### src/rtl/sprite_mover.sv
// Sprite motion controller: fixed-rate stepping in a held direction, one queued
// pre-turn with a lifetime, per-direction collision blocking and a horizontal tunnel.
module sprite_mover #(
  parameter int unsigned COORD_W    = 9,
  parameter int unsigned INIT_X     = 200,
  parameter int unsigned INIT_Y     = 230,
  parameter int unsigned VELOCITY   = 1,
  parameter int unsigned TICK_DIV   = 4,
  parameter int unsigned PEND_STEPS = 8,
  parameter bit          TUNNEL_EN  = 1'b1,
  parameter int unsigned X_MIN      = 0,
  parameter int unsigned X_MAX      = 447
) (
  input  logic               clk,
  input  logic               rst,
  input  logic [3:0]         btn,
  input  logic [3:0]         collide,
  output logic [COORD_W-1:0] p_x,
  output logic [COORD_W-1:0] p_y,
  output logic [3:0]         dir,
  output logic [3:0]         pending,
  output logic               moving,
  output logic               step
);

  localparam int unsigned EXT_W  = COORD_W + 1;
  localparam int unsigned CNT_W  = (TICK_DIV > 1) ? $clog2(TICK_DIV) : 1;
  localparam int unsigned PEND_W = $clog2(PEND_STEPS + 1);

  localparam logic [EXT_W-1:0] VEL_E  = EXT_W'(VELOCITY);
  localparam logic [EXT_W-1:0] MAX_E  = {1'b0, {COORD_W{1'b1}}};
  localparam logic [EXT_W-1:0] XMIN_E = EXT_W'(X_MIN);
  localparam logic [EXT_W-1:0] XMAX_E = EXT_W'(X_MAX);

  // Direction bit positions within {L,U,R,D}
  localparam logic [3:0] DIR_L = 4'b1000;
  localparam logic [3:0] DIR_U = 4'b0100;
  localparam logic [3:0] DIR_R = 4'b0010;
  localparam logic [3:0] DIR_D = 4'b0001;

  typedef enum logic [1:0] {
    S_IDLE,
    S_MOVE,
    S_BLOCKED
  } state_t;

  state_t              state;
  logic [CNT_W-1:0]    prescale;
  logic [PEND_W-1:0]   pend_cnt;

  logic                step_cycle;
  logic                btn_onehot;
  logic                take_pend;
  logic                dir_free;
  logic [3:0]          mv_dir;
  logic [EXT_W-1:0]    x_e;
  logic [EXT_W-1:0]    y_e;
  logic [COORD_W-1:0]  x_left;
  logic [COORD_W-1:0]  x_right;
  logic [COORD_W-1:0]  y_up;
  logic [COORD_W-1:0]  y_down;
  logic [COORD_W-1:0]  nx;
  logic [COORD_W-1:0]  ny;

  function automatic logic [COORD_W-1:0] sat_dec(input logic [EXT_W-1:0] c);
    return (c < VEL_E) ? '0 : COORD_W'(c - VEL_E);
  endfunction

  function automatic logic [COORD_W-1:0] sat_inc(input logic [EXT_W-1:0] c);
    logic [EXT_W-1:0] s;
    s = c + VEL_E;
    return (s > MAX_E) ? COORD_W'(MAX_E) : COORD_W'(s);
  endfunction

  assign moving = (state == S_MOVE);

  // Step decision and candidate next position for the direction being taken
  always_comb begin
    step_cycle = (prescale == CNT_W'(TICK_DIV - 1));
    btn_onehot = (btn != 4'd0) && ((btn & (btn - 4'd1)) == 4'd0);
    take_pend  = (pending != 4'd0) && ((collide & pending) == 4'd0);
    dir_free   = (dir != 4'd0) && ((collide & dir) == 4'd0);
    mv_dir     = take_pend ? pending : dir;

    x_e     = {1'b0, p_x};
    y_e     = {1'b0, p_y};
    x_left  = (TUNNEL_EN && (x_e < XMIN_E + VEL_E)) ? COORD_W'(X_MAX) : sat_dec(x_e);
    x_right = (TUNNEL_EN && (x_e + VEL_E > XMAX_E)) ? COORD_W'(X_MIN) : sat_inc(x_e);
    y_up    = sat_dec(y_e);
    y_down  = sat_inc(y_e);

    nx = p_x;
    ny = p_y;
    case (mv_dir)
      DIR_L:   nx = x_left;
      DIR_U:   ny = y_up;
      DIR_R:   nx = x_right;
      DIR_D:   ny = y_down;
      default: ;
    endcase
  end

  always_ff @(posedge clk) begin
    if (rst) begin
      p_x      <= COORD_W'(INIT_X);
      p_y      <= COORD_W'(INIT_Y);
      dir      <= 4'd0;
      pending  <= 4'd0;
      pend_cnt <= '0;
      prescale <= '0;
      step     <= 1'b0;
      state    <= S_IDLE;
    end else begin
      step     <= step_cycle;
      prescale <= step_cycle ? '0 : prescale + CNT_W'(1);

      if (step_cycle) begin
        if (take_pend) begin
          dir     <= pending;
          pending <= 4'd0;
          p_x     <= nx;
          p_y     <= ny;
          state   <= S_MOVE;
        end else begin
          if (dir_free) begin
            p_x   <= nx;
            p_y   <= ny;
            state <= S_MOVE;
          end else begin
            state <= (dir == 4'd0) ? S_IDLE : S_BLOCKED;
          end
          // A queued turn that keeps being refused expires after its lifetime
          if (pending != 4'd0) begin
            if (pend_cnt <= PEND_W'(1)) begin
              pending  <= 4'd0;
              pend_cnt <= '0;
            end else begin
              pend_cnt <= pend_cnt - PEND_W'(1);
            end
          end
        end
      end

      // A fresh button press overrides whatever the step logic did to the queue
      if (btn_onehot) begin
        if (btn == dir) begin
          pending <= 4'd0;
        end else begin
          pending  <= btn;
          pend_cnt <= PEND_W'(PEND_STEPS);
        end
      end
    end
  end

endmodule

### config.mk
export PLATFORM = sky130hd
export DESIGN_NAME = sprite_mover
export DESIGN_NICKNAME = d
export VERILOG_FILES = /design/src/rtl/sprite_mover.sv
export SDC_FILE = /design/constraint.sdc
export NUM_CORES = 1
export LEC_CHECK = 0
export BUFFER_PORTS_ARGS = -buffer_cell sky130_fd_sc_hd__buf_2
export CAP_MARGIN = 20
export CORE_ASPECT_RATIO = 0.8
export CORE_MARGIN = 3
export CORE_UTILIZATION = 58
export DETAILED_ROUTE_END_ITERATION = 10
export GPL_TIMING_DRIVEN = 0
export PLACE_DENSITY = 0.77
export SLEW_MARGIN = 20
export SYNTH_ARGS = -nofsm -noshare
export SYNTH_HDL_FRONTEND = slang
export SYNTH_SLANG_ARGS = --single-unit
### constraint.sdc
create_clock -name clk -period 3.3 [get_ports clk]
set_input_delay 0.165 -clock clk [delete_from_list [all_inputs] [get_ports clk]]
set_output_delay 0.165 -clock clk [all_outputs]
set_load 0.05 [all_outputs]
==> flow_metrics.py, run 1 <==
metrics = {
    "setup_path": {
        "r2r_start": "pending[3]$_SDFFE_PP0P_",
        "startpoint": "pending[3]$_SDFFE_PP0P_",
        "critical_path_class": "reg2reg",
        "critical_path.max_fanout": 10,
        "critPathLaunchType": "flip-flop",
        "worstPathRequired_ps": 3510,
        "rr_worst_depth": 8,
        "r2r_setup_slack_ps": 500,
        "end_kind": "flip-flop",
        "worst_ep_arrival_time_ps": 3010,
    },
    "synth": {
        "synth_top_area_share_pct": 26.1,
        "synth_enable_flop_cells": 0,
        "yosys_register_bits": 35,
        "synthArstFlopShare_pct": 0,
        "synth_fp_nets": 381,
        "synthFlopType": "dfxtp_1",
        "netlist_instances": 364,
        "synthTopCellsByArea": "dfxtp_1 (26%), a21oi_1 (5.2%), o21ai_0 (4.7%)",
        "yosysMostFrequentCell": "dfxtp_1",
        "syn-cell-area_sq_um": 2680,
        "avgSynthCellArea_sq_um": 7.36,
        "ys.warnings.count": 0,
        "synth_top_area_cell": "dfxtp_1",
        "yosysSeqAreaShare_pct": 26.1,
        "synth.distinct_cells": 66,
        "yosys-top-cells-count": "dfxtp_1 (35), nand2_1 (33), nor2_1 (32), a21oi_1 (28), o21ai_0 (25)",
    },
    "clocking": {
        "clk_latency_ps": 290,
        "cts_max_level": 2,
        "cts_tree": "yes",
        "clockBufferDepth": 2,
        "postCtsSetupBuffers": 0,
        "numClockSinks": 35,
        "post_cts_resized": 0,
        "path_clk_slew_ps": 70,
        "cts_buffers": 5,
        "cts-root-buf": "clkbuf_8",
        "cts_hold_buf": 0,
    },
    "floorplan": {
        "fp.coreArea_sq_um": 4310,
        "initial_core_util_pct": 62.2,
        "die_x_um": 82,
        "die_area_sq_um": 5480,
        "rows": 21,
        "ioPinCount": 38,
        "die_h_um": 66.8,
    },
    "drt": {
        "wl_per_cell_um": 14.8,
        "via_count": 2928,
        "drt_pre_antenna_iters": 6,
        "viasPerCell": 6.28,
        "drt_iter0_drc": 194,
        "routed_wl_um": 6870,
        "drcViolationCount": 0,
        "ant_nets": 0,
    },
    "timing": {
        "fmax_mhz": 357,
        "worst_slack_ps": 496,
        "final.setup.tns_ps": 0,
        "hold_violations": 0,
        "setup_viol_count_final": 0,
        "post-route-min-period_ps": 2800,
        "holdWs_ps": 184,
        "fin_skew_ps": 9.81,
        "period_share_pct": 85.0,
        "tightestPinTransition_ps": 747,
        "slew_violations": 0,
        "slew_headroom_pct": 49.8,
        "rsz0062_at_grt": "no",
    },
    "pwr": {
        "fin_total_pwr_uw": 887,
        "leakage_nw": 1.18,
        "powerDensity_nw_per_um2": 294,
        "ir_worst_vdd_v": 0.000222,
    },
    "global_route": {
        "track_usage_pct": 25.5,
        "grt_pass1_wl_um": 11000,
        "grt_max_degree": 12,
        "overflow": 0,
        "first_global_vias": 2424,
        "antenna_found_initial": 0,
    },
    "placed_design": {
        "dpl_cell_area_sq_um": 2940,
        "finalWeightedCongestion": 0.909,
        "io_buffers": 37,
        "detailedPlace.worstSlack_ps": 513,
        "dp.cells": 458,
        "dp_hpwl_um": 5040,
    },
    "layout": {
        "final_area_sq_um": 3020,
        "layout-drive-gt1-share_pct": 17.8,
        "final_util_pct": 70.1,
        "n_fill_cell": 387,
        "antenna_cells": 0,
        "fin_nets": 425,
        "stdcell_count": 466,
        "syn_to_final_growth_pct": 12.7,
    },
    "outcome": {
        "outcome": "complete, no violations",
    },
    "job": {
        "drv_cap": 0,
    },
    "min_path": {
        "hold_path.class": "in2reg",
        "whs_path_depth": 3,
        "hp-start": "btn[0]",
    },
}
final timing paths:
path	end
setup / recovery	p_y[4]$_SDFFE_PP0P_
hold / removal	pending[0]$_SDFFE_PP0P_
setup reg to reg	p_y[4]$_SDFFE_PP0P_
hold reg to reg	prescale[0]$_SDFF_PP0_
layout by cell type (no fill, tap or decap), types with 8 or more instances in the layout:
master / count
inv_1: 14
xor2_1: 8
nand3_1: 15
buf_2: 38
o21ai_0: 25
a21oi_1: 28
a31oi_1: 8
nand2_1: 33
nor2_1: 32
nand4_1: 9
clkbuf_1: 21
dfxtp_1: 35
nor3_1: 12
per-layer routing:
layer	up-vias	global-route usage [%]	wire length, um
li1	1446	-	-
met3	9	4.59	531
met4	0	4.77	54
met2	121	39.6	3010
met5	-	0	0
met1	1352	36.8	3280
kinds of logic after synthesis:
logic type      synth area share (%)
buf+inv                         7.38
xor+xnor                        3.60
mux                             2.29
compound gates                  26.9
fa+ha+maj                       3.27
flops                           26.1
simple gates                    30.4
flip-flops by register name, indices dropped and copies added (netlist names):
signal / flops
state: 2
prescale: 2
p_x: 9
dir: 4
step: 1
p_y: 9
pend_cnt: 4
pending: 4
critical path, cell delays in order, from the launching register on:
cell      delay, ps
dfxtp_1         310
clkbuf_1        210
a222oi_1        620
buf_4           290
nand3_2          80
a21bo_2         250
nor3_1          520
o311ai_1        230
o31ai_1         220
layout make-up:
| cell class | count | area (sq um) | area share (%) |
|---|---|---|---|
| plain buffers | 29 | 145 | 4.81 |
| clock buffers | 5 | 68.8 | 2.28 |
| clock inverters | 3 | 15.0 | 0.497 |
| inverters | 14 | 52.6 | 1.74 |
| multi-input cells | 286 | 1780 | 59.0 |
| flip-flops and latches | 35 | 701 | 23.2 |
| well taps | 57 | 71.3 | 2.36 |
| repair buffers | 37 | 185 | 6.13 |
power breakdown:
group          leakage, nW  switching [mW]  internal (mW)  total (mW)
clock network       0.0477           0.157          0.144       0.302
registers            0.284         0.00794          0.431       0.439
logic                0.854          0.0933         0.0529       0.146
Power figures use the tool's default switching activity.
==> inputs of run 2 (changes only) <==
Clock period 3.3 ns to 2.8 ns, I/O delays scaled along.
==> flow_metrics.py, run 2 (synthesis gave the netlist of run 1 again) <==
metrics = {
    "pwr": {
        "combinationalPowerShare_pct": 16.8,
        "p_switching_uw": 305,
        "leakage_nw": 1.19,
        "p_int_uw": 744,
        "fin_total_pwr_mw": 1.05,
        "p_seq_share_pct": 49.3,
        "clkPwrFrac_pct": 33.8,
        "ir_worst_vdd_v": 0.000263,
        "swShare_pct": 29.1,
        "powerDensity_nw_per_um2": 345,
    },
    "clocking": {
        "clockBufferDepth": 2,
        "path_clk_slew_ps": 80,
        "cts_max_level": 2,
        "cts-root-buf": "clkbuf_8",
        "clk_latency_ps": 290,
        "cts_buffers": 5,
        "numClockSinks": 35,
        "cts_tree": "yes",
    },
    "floorplan": {
        "die_area_sq_um": 5480,
        "die_h_um": 66.8,
        "fp.coreArea_sq_um": 4310,
        "rows": 21,
        "initial_core_util_pct": 62.2,
        "ioPinCount": 38,
        "die_x_um": 82,
    },
    "layout": {
        "antenna_cells": 0,
        "fin_nets": 427,
        "layout_common_cells": "buf_2 (38), dfxtp_1 (35), nand2_1 (33)",
        "layout-drive-gt1-share_pct": 18.5,
        "final_area_sq_um": 3040,
        "syn_to_final_growth_pct": 13.4,
        "n_fill_cell": 380,
        "final_common_cell": "buf_2",
        "reg.largest.list": "p_x x9, p_y x9",
    },
    "drt": {
        "drcViolationCount": 0,
        "via_count": 2940,
        "drt_iter0_drc": 187,
        "ant_nets": 0,
        "routed_wl_um": 6870,
        "wl_per_cell_um": 14.7,
        "viasPerCell": 6.28,
        "drt_pre_antenna_iters": 5,
    },
    "outcome": {
        "outcome": "complete, no violations",
    },
    "global_route": {
        "overflow": 0,
        "grt_max_degree": 12,
        "track_usage_pct": 25.5,
        "grt_pass1_wl_um": 11000,
        "antenna_found_initial": 0,
        "first_global_vias": 2424,
    },
    "timing": {
        "rsz0062_at_grt": "no",
        "fmax_mhz": 386,
        "slew_headroom_pct": 51.4,
        "slew_violations": 0,
        "period_share_pct": 92.4,
        "tightestPinTransition_ps": 722,
        "setup_viol_count_final": 0,
        "holdWs_ps": 160,
        "hold_violations": 0,
        "fin_skew_ps": 8.74,
        "final.setup.tns_ps": 0,
        "post-route-min-period_ps": 2590,
    },
    "setup_path": {
        "critical_path_class": "reg2reg",
        "critPathLaunchType": "flip-flop",
        "end_kind": "flip-flop",
        "worst_ep_arrival_time_ps": 2760,
        "worstPathRequired_ps": 2970,
        "critical_path.max_fanout": 9,
    },
    "placed_design": {
        "dpl_cell_area_sq_um": 2940,
        "io_buffers": 37,
        "finalWeightedCongestion": 0.909,
        "dp_hpwl_um": 5040,
    },
    "job": {
        "drv_cap": 0,
    },
    "min_path": {
        "hold_path.class": "in2reg",
    },
}
-- run 2: final cells by class --
| class | instances | area [sq um] | area share (%) |
|---|---|---|---|
| multi-input combinational | 286 | 1790 | 58.8 |
| sequential | 35 | 701 | 23.0 |
| timing repair buffer | 39 | 200 | 6.58 |
| buffer | 29 | 145 | 4.77 |
| tap | 57 | 71.3 | 2.35 |
| clock buffer | 5 | 68.8 | 2.26 |
| inverter | 14 | 52.6 | 1.73 |
| clock inverter | 3 | 15.0 | 0.494 |
-- run 2: final timing paths --
| path | startpoint | end | slack [ps] | depth (start not counted) |
|---|---|---|---|---|
| worst min register to register | prescale[0]$_SDFF_PP0_ | prescale[0]$_SDFF_PP0_ | 430 | 1 |
| worst min-delay path | btn[0] | pending[0]$_SDFFE_PP0P_ | 160 | 3 |
| worst max register to register | pending[3]$_SDFFE_PP0P_ | p_x[8]$_SDFFE_PP0P_ | 210 | 10 |
| worst max-delay path | pending[3]$_SDFFE_PP0P_ | p_x[8]$_SDFFE_PP0P_ | 210 | 10 |
-- run 2: routing by layer --
layer,up-vias,part of all wire (%),GRT usage (%)
li1,1450,-,-
met1,1347,48,36.8
met2,138,43,39.6
met3,5,7.8,4.59
met4,0,0.55,4.77
met5,-,0,0
-- run 2: critical path, cell delays in order (launching register included) --
cell and delay [ps]:
dfxtp_1 330, clkbuf_1 340, a222oi_1 120, buf_4 180, buf_4 130, and3_2 200, or2_2 320, or3_1 350
clkbuf_2 190, a311oi_1 230, a211oi_1 80
-- run 2: stage by stage --
stage / util (%) / std cells / setup slack (ps)
after detailed placement: 68.1 / 458 / 12.9
final: 70.6 / 468 / 212
after global placement: 68.1 / 458 / 110
after floorplan: - / 364 / 153
after global routing: 70.6 / 468 / 17.2
after CTS: 70.1 / 466 / 8.78
-- run 2: timing repair --
| action | 4_1_cts | 5_1_grt |
|---|---|---|
| setup endpoints to repair | 0 | 12 |
| resized for setup | 0 | 1 |
| buffers inserted | 0 | 2 |
| hold buffers | 0 | 0 |
-- run 2: power by group through the flow --
stage	registers, mW	logic [mW]	clock network [mW]
2_1_floorplan	0.545	0.109	0
3_3_place_gp	0.529	0.167	0
4_1_cts	0.518	0.170	0.368
5_1_grt	0.519	0.192	0.391
3_5_place_dp	0.529	0.169	0
6_report	0.518	0.177	0.355
==> inputs of run 3 (changes only) <==
Settings changed: CORE_UTILIZATION 58 to 62, PLACE_DENSITY 0.77 to 0.81.
Clock period 2.8 ns to 3.2 ns, I/O delays scaled along.
==> flow_metrics.py, run 3 (synthesis gave the netlist of run 1 again) <==
metrics = {
    "outcome": {
        "outcome": "complete, no violations",
    },
    "global_route": {
        "overflow": 0,
        "grt_pass1_wl_um": 12400,
        "grt_max_degree": 11,
        "track_usage_pct": 29.9,
        "antenna_found_initial": 0,
        "first_global_vias": 2590,
    },
    "drt": {
        "viasPerCell": 6.52,
        "routed_wl_um": 7470,
        "wl_per_cell_um": 16.1,
        "ant_nets": 0,
        "drcViolationCount": 0,
        "via_count": 3020,
        "drt_iter0_drc": 323,
        "drt_pre_antenna_iters": 5,
    },
    "clocking": {
        "clockBufferDepth": 2,
        "postCtsSetupBuffers": 0,
        "cts-root-buf": "clkbuf_8",
        "post_cts_resized": 0,
        "numClockSinks": 35,
        "cts_buffers": 5,
        "path_clk_slew_ps": 80,
        "clk_latency_ps": 300,
        "cts_tree": "yes",
        "cts_max_level": 2,
        "cts_hold_buf": 0,
    },
    "layout": {
        "final_area_sq_um": 3020,
        "layout-drive-gt1-share_pct": 17.6,
        "fin_nets": 425,
        "reg.largest.list": "p_x x9, p_y x9",
        "final_common_cell": "buf_2",
        "layout_common_cells": "buf_2 (38), dfxtp_1 (35), nand2_1 (33)",
        "n_fill_cell": 311,
        "syn_to_final_growth_pct": 12.7,
        "antenna_cells": 0,
    },
    "setup_path": {
        "startpoint": "pending[3]$_SDFFE_PP0P_",
        "path_depth": 8,
        "crit_family": "compound AO/OA/AOI/OAI gates",
        "worstPathRequired_ps": 3430,
        "r2r_start": "pending[3]$_SDFFE_PP0P_",
        "crit_end": "p_y[1]$_SDFFE_PP1P_",
        "cpPeakStageDelay_ps": 620,
        "critPathBufInv": 2,
        "path_cells": "clkbuf_1 > a222oi_1 > buf_4 > nand3_2 > a21bo_2 > nor3_1 > o311ai_0 > o211ai_1",
        "slowest_stage": "a222oi_1",
        "rr_worst_depth": 8,
        "r2r_setup_slack_ps": 330,
        "timing.rr.end": "p_y[1]$_SDFFE_PP1P_",
        "critical_path.max_fanout": 10,
        "critPathLaunchType": "flip-flop",
        "worst_ep_arrival_time_ps": 3090,
        "end_kind": "flip-flop",
        "critical_path_class": "reg2reg",
    },
    "pwr": {
        "fin_total_pwr_uw": 939,
        "p_int_uw": 668,
        "leakage_nw": 1.18,
        "swShare_pct": 28.8,
        "ir_worst_vdd_v": 0.000369,
        "p_seq_share_pct": 48.3,
        "clkPwrFrac_pct": 35.4,
        "combinationalPowerShare_pct": 16.3,
        "powerDensity_nw_per_um2": 311,
        "p_switching_uw": 271,
    },
    "timing": {
        "post-route-min-period_ps": 2870,
        "fin_skew_ps": 9.52,
        "slew_violations": 0,
        "hold_violations": 0,
        "rsz0062_at_grt": "no",
        "period_share_pct": 89.6,
        "tightestPinTransition_ps": 748,
        "final.setup.tns_ps": 0,
        "fmax_mhz": 349,
        "slew_headroom_pct": 49.8,
        "setup_viol_count_final": 0,
    },
    "min_path": {
        "hold_path.class": "in2reg",
    },
    "placed_design": {
        "io_buffers": 37,
        "dp_hpwl_um": 5250,
        "dpl_cell_area_sq_um": 2930,
        "finalWeightedCongestion": 0.935,
    },
    "floorplan": {
        "initial_core_util_pct": 67.4,
        "die_area_sq_um": 5150,
        "ioPinCount": 38,
        "die_h_um": 64.8,
        "rows": 20,
        "die_x_um": 79.5,
        "fp.coreArea_sq_um": 3980,
    },
    "job": {
        "drv_cap": 0,
    },
}
[run 3: changes by cell type in the layout (fill, tap and decap cells not counted)]
cell      previous run  this run
nor3_1              11        12
buf_4                5         3
clkinv_2             3         1
clkbuf_8             5         6
nor3_2               1         0
[run 3: layout make-up]
class | count | area [sq um] | share of cell area (%)
well taps | 55 | 68.8 | 2.28
clock inverters | 1 | 5.00 | 0.166
inverters | 14 | 52.6 | 1.74
plain buffers | 29 | 145 | 4.80
clock buffers | 6 | 82.6 | 2.73
multi-input cells | 286 | 1780 | 59.0
flip-flops and latches | 35 | 701 | 23.2
repair buffers | 37 | 185 | 6.13
[run 3: per-layer routing]
metal / track usage [%] / vias to the layer above / wire length [um] / share of wire [%]
li1: - / 1442 / - / -
met1: 42.9 / 1407 / 3350 / 45
met2: 46.1 / 161 / 3370 / 45
met3: 6.39 / 10 / 660 / 8.8
met4: 5.58 / 0 / 91 / 1.2
met5: 0 / - / 0 / 0
[run 3: worst min-delay path by stage]
stage	startpoint	to	slack, ps	cells past startpoint
finish	btn[0]	pending[0]$_SDFFE_PP0P_	180	3
global placement	prescale[0]$_SDFF_PP0_	prescale[0]$_SDFF_PP0_	420	1
detailed placement	prescale[0]$_SDFF_PP0_	prescale[0]$_SDFF_PP0_	420	1
floorplan	btn[1]	pending[1]$_SDFFE_PP0P_	320	2
global route	btn[0]	pending[0]$_SDFFE_PP0P_	180	3
CTS	btn[0]	pending[0]$_SDFFE_PP0P_	180	3
[run 3: stage by stage]
step           setup slack [ps]  util [%]  hold slack [ps]  cells
2_1_floorplan               553         -              321    364
3_3_place_gp                535      73.7              418    456
3_5_place_dp                474      73.7              423    456
4_1_cts                     377      75.9              179    463
5_1_grt                     138      75.9              176    463
6_report                    333      75.9              179    463
[run 3: worst min-delay path, stage by stage]
cell and delay, ps:
buf_2 110, a22oi_1 80, nor2_1 80
[run 3: power groups by stage]
stage	clock network, mW	registers (mW)	logic (mW)
4_1_cts	0.335	0.453	0.150
3_3_place_gp	0	0.463	0.145
3_5_place_dp	0	0.463	0.149
6_report	0.332	0.454	0.153
5_1_grt	0.354	0.455	0.165
2_1_floorplan	0	0.477	0.0955
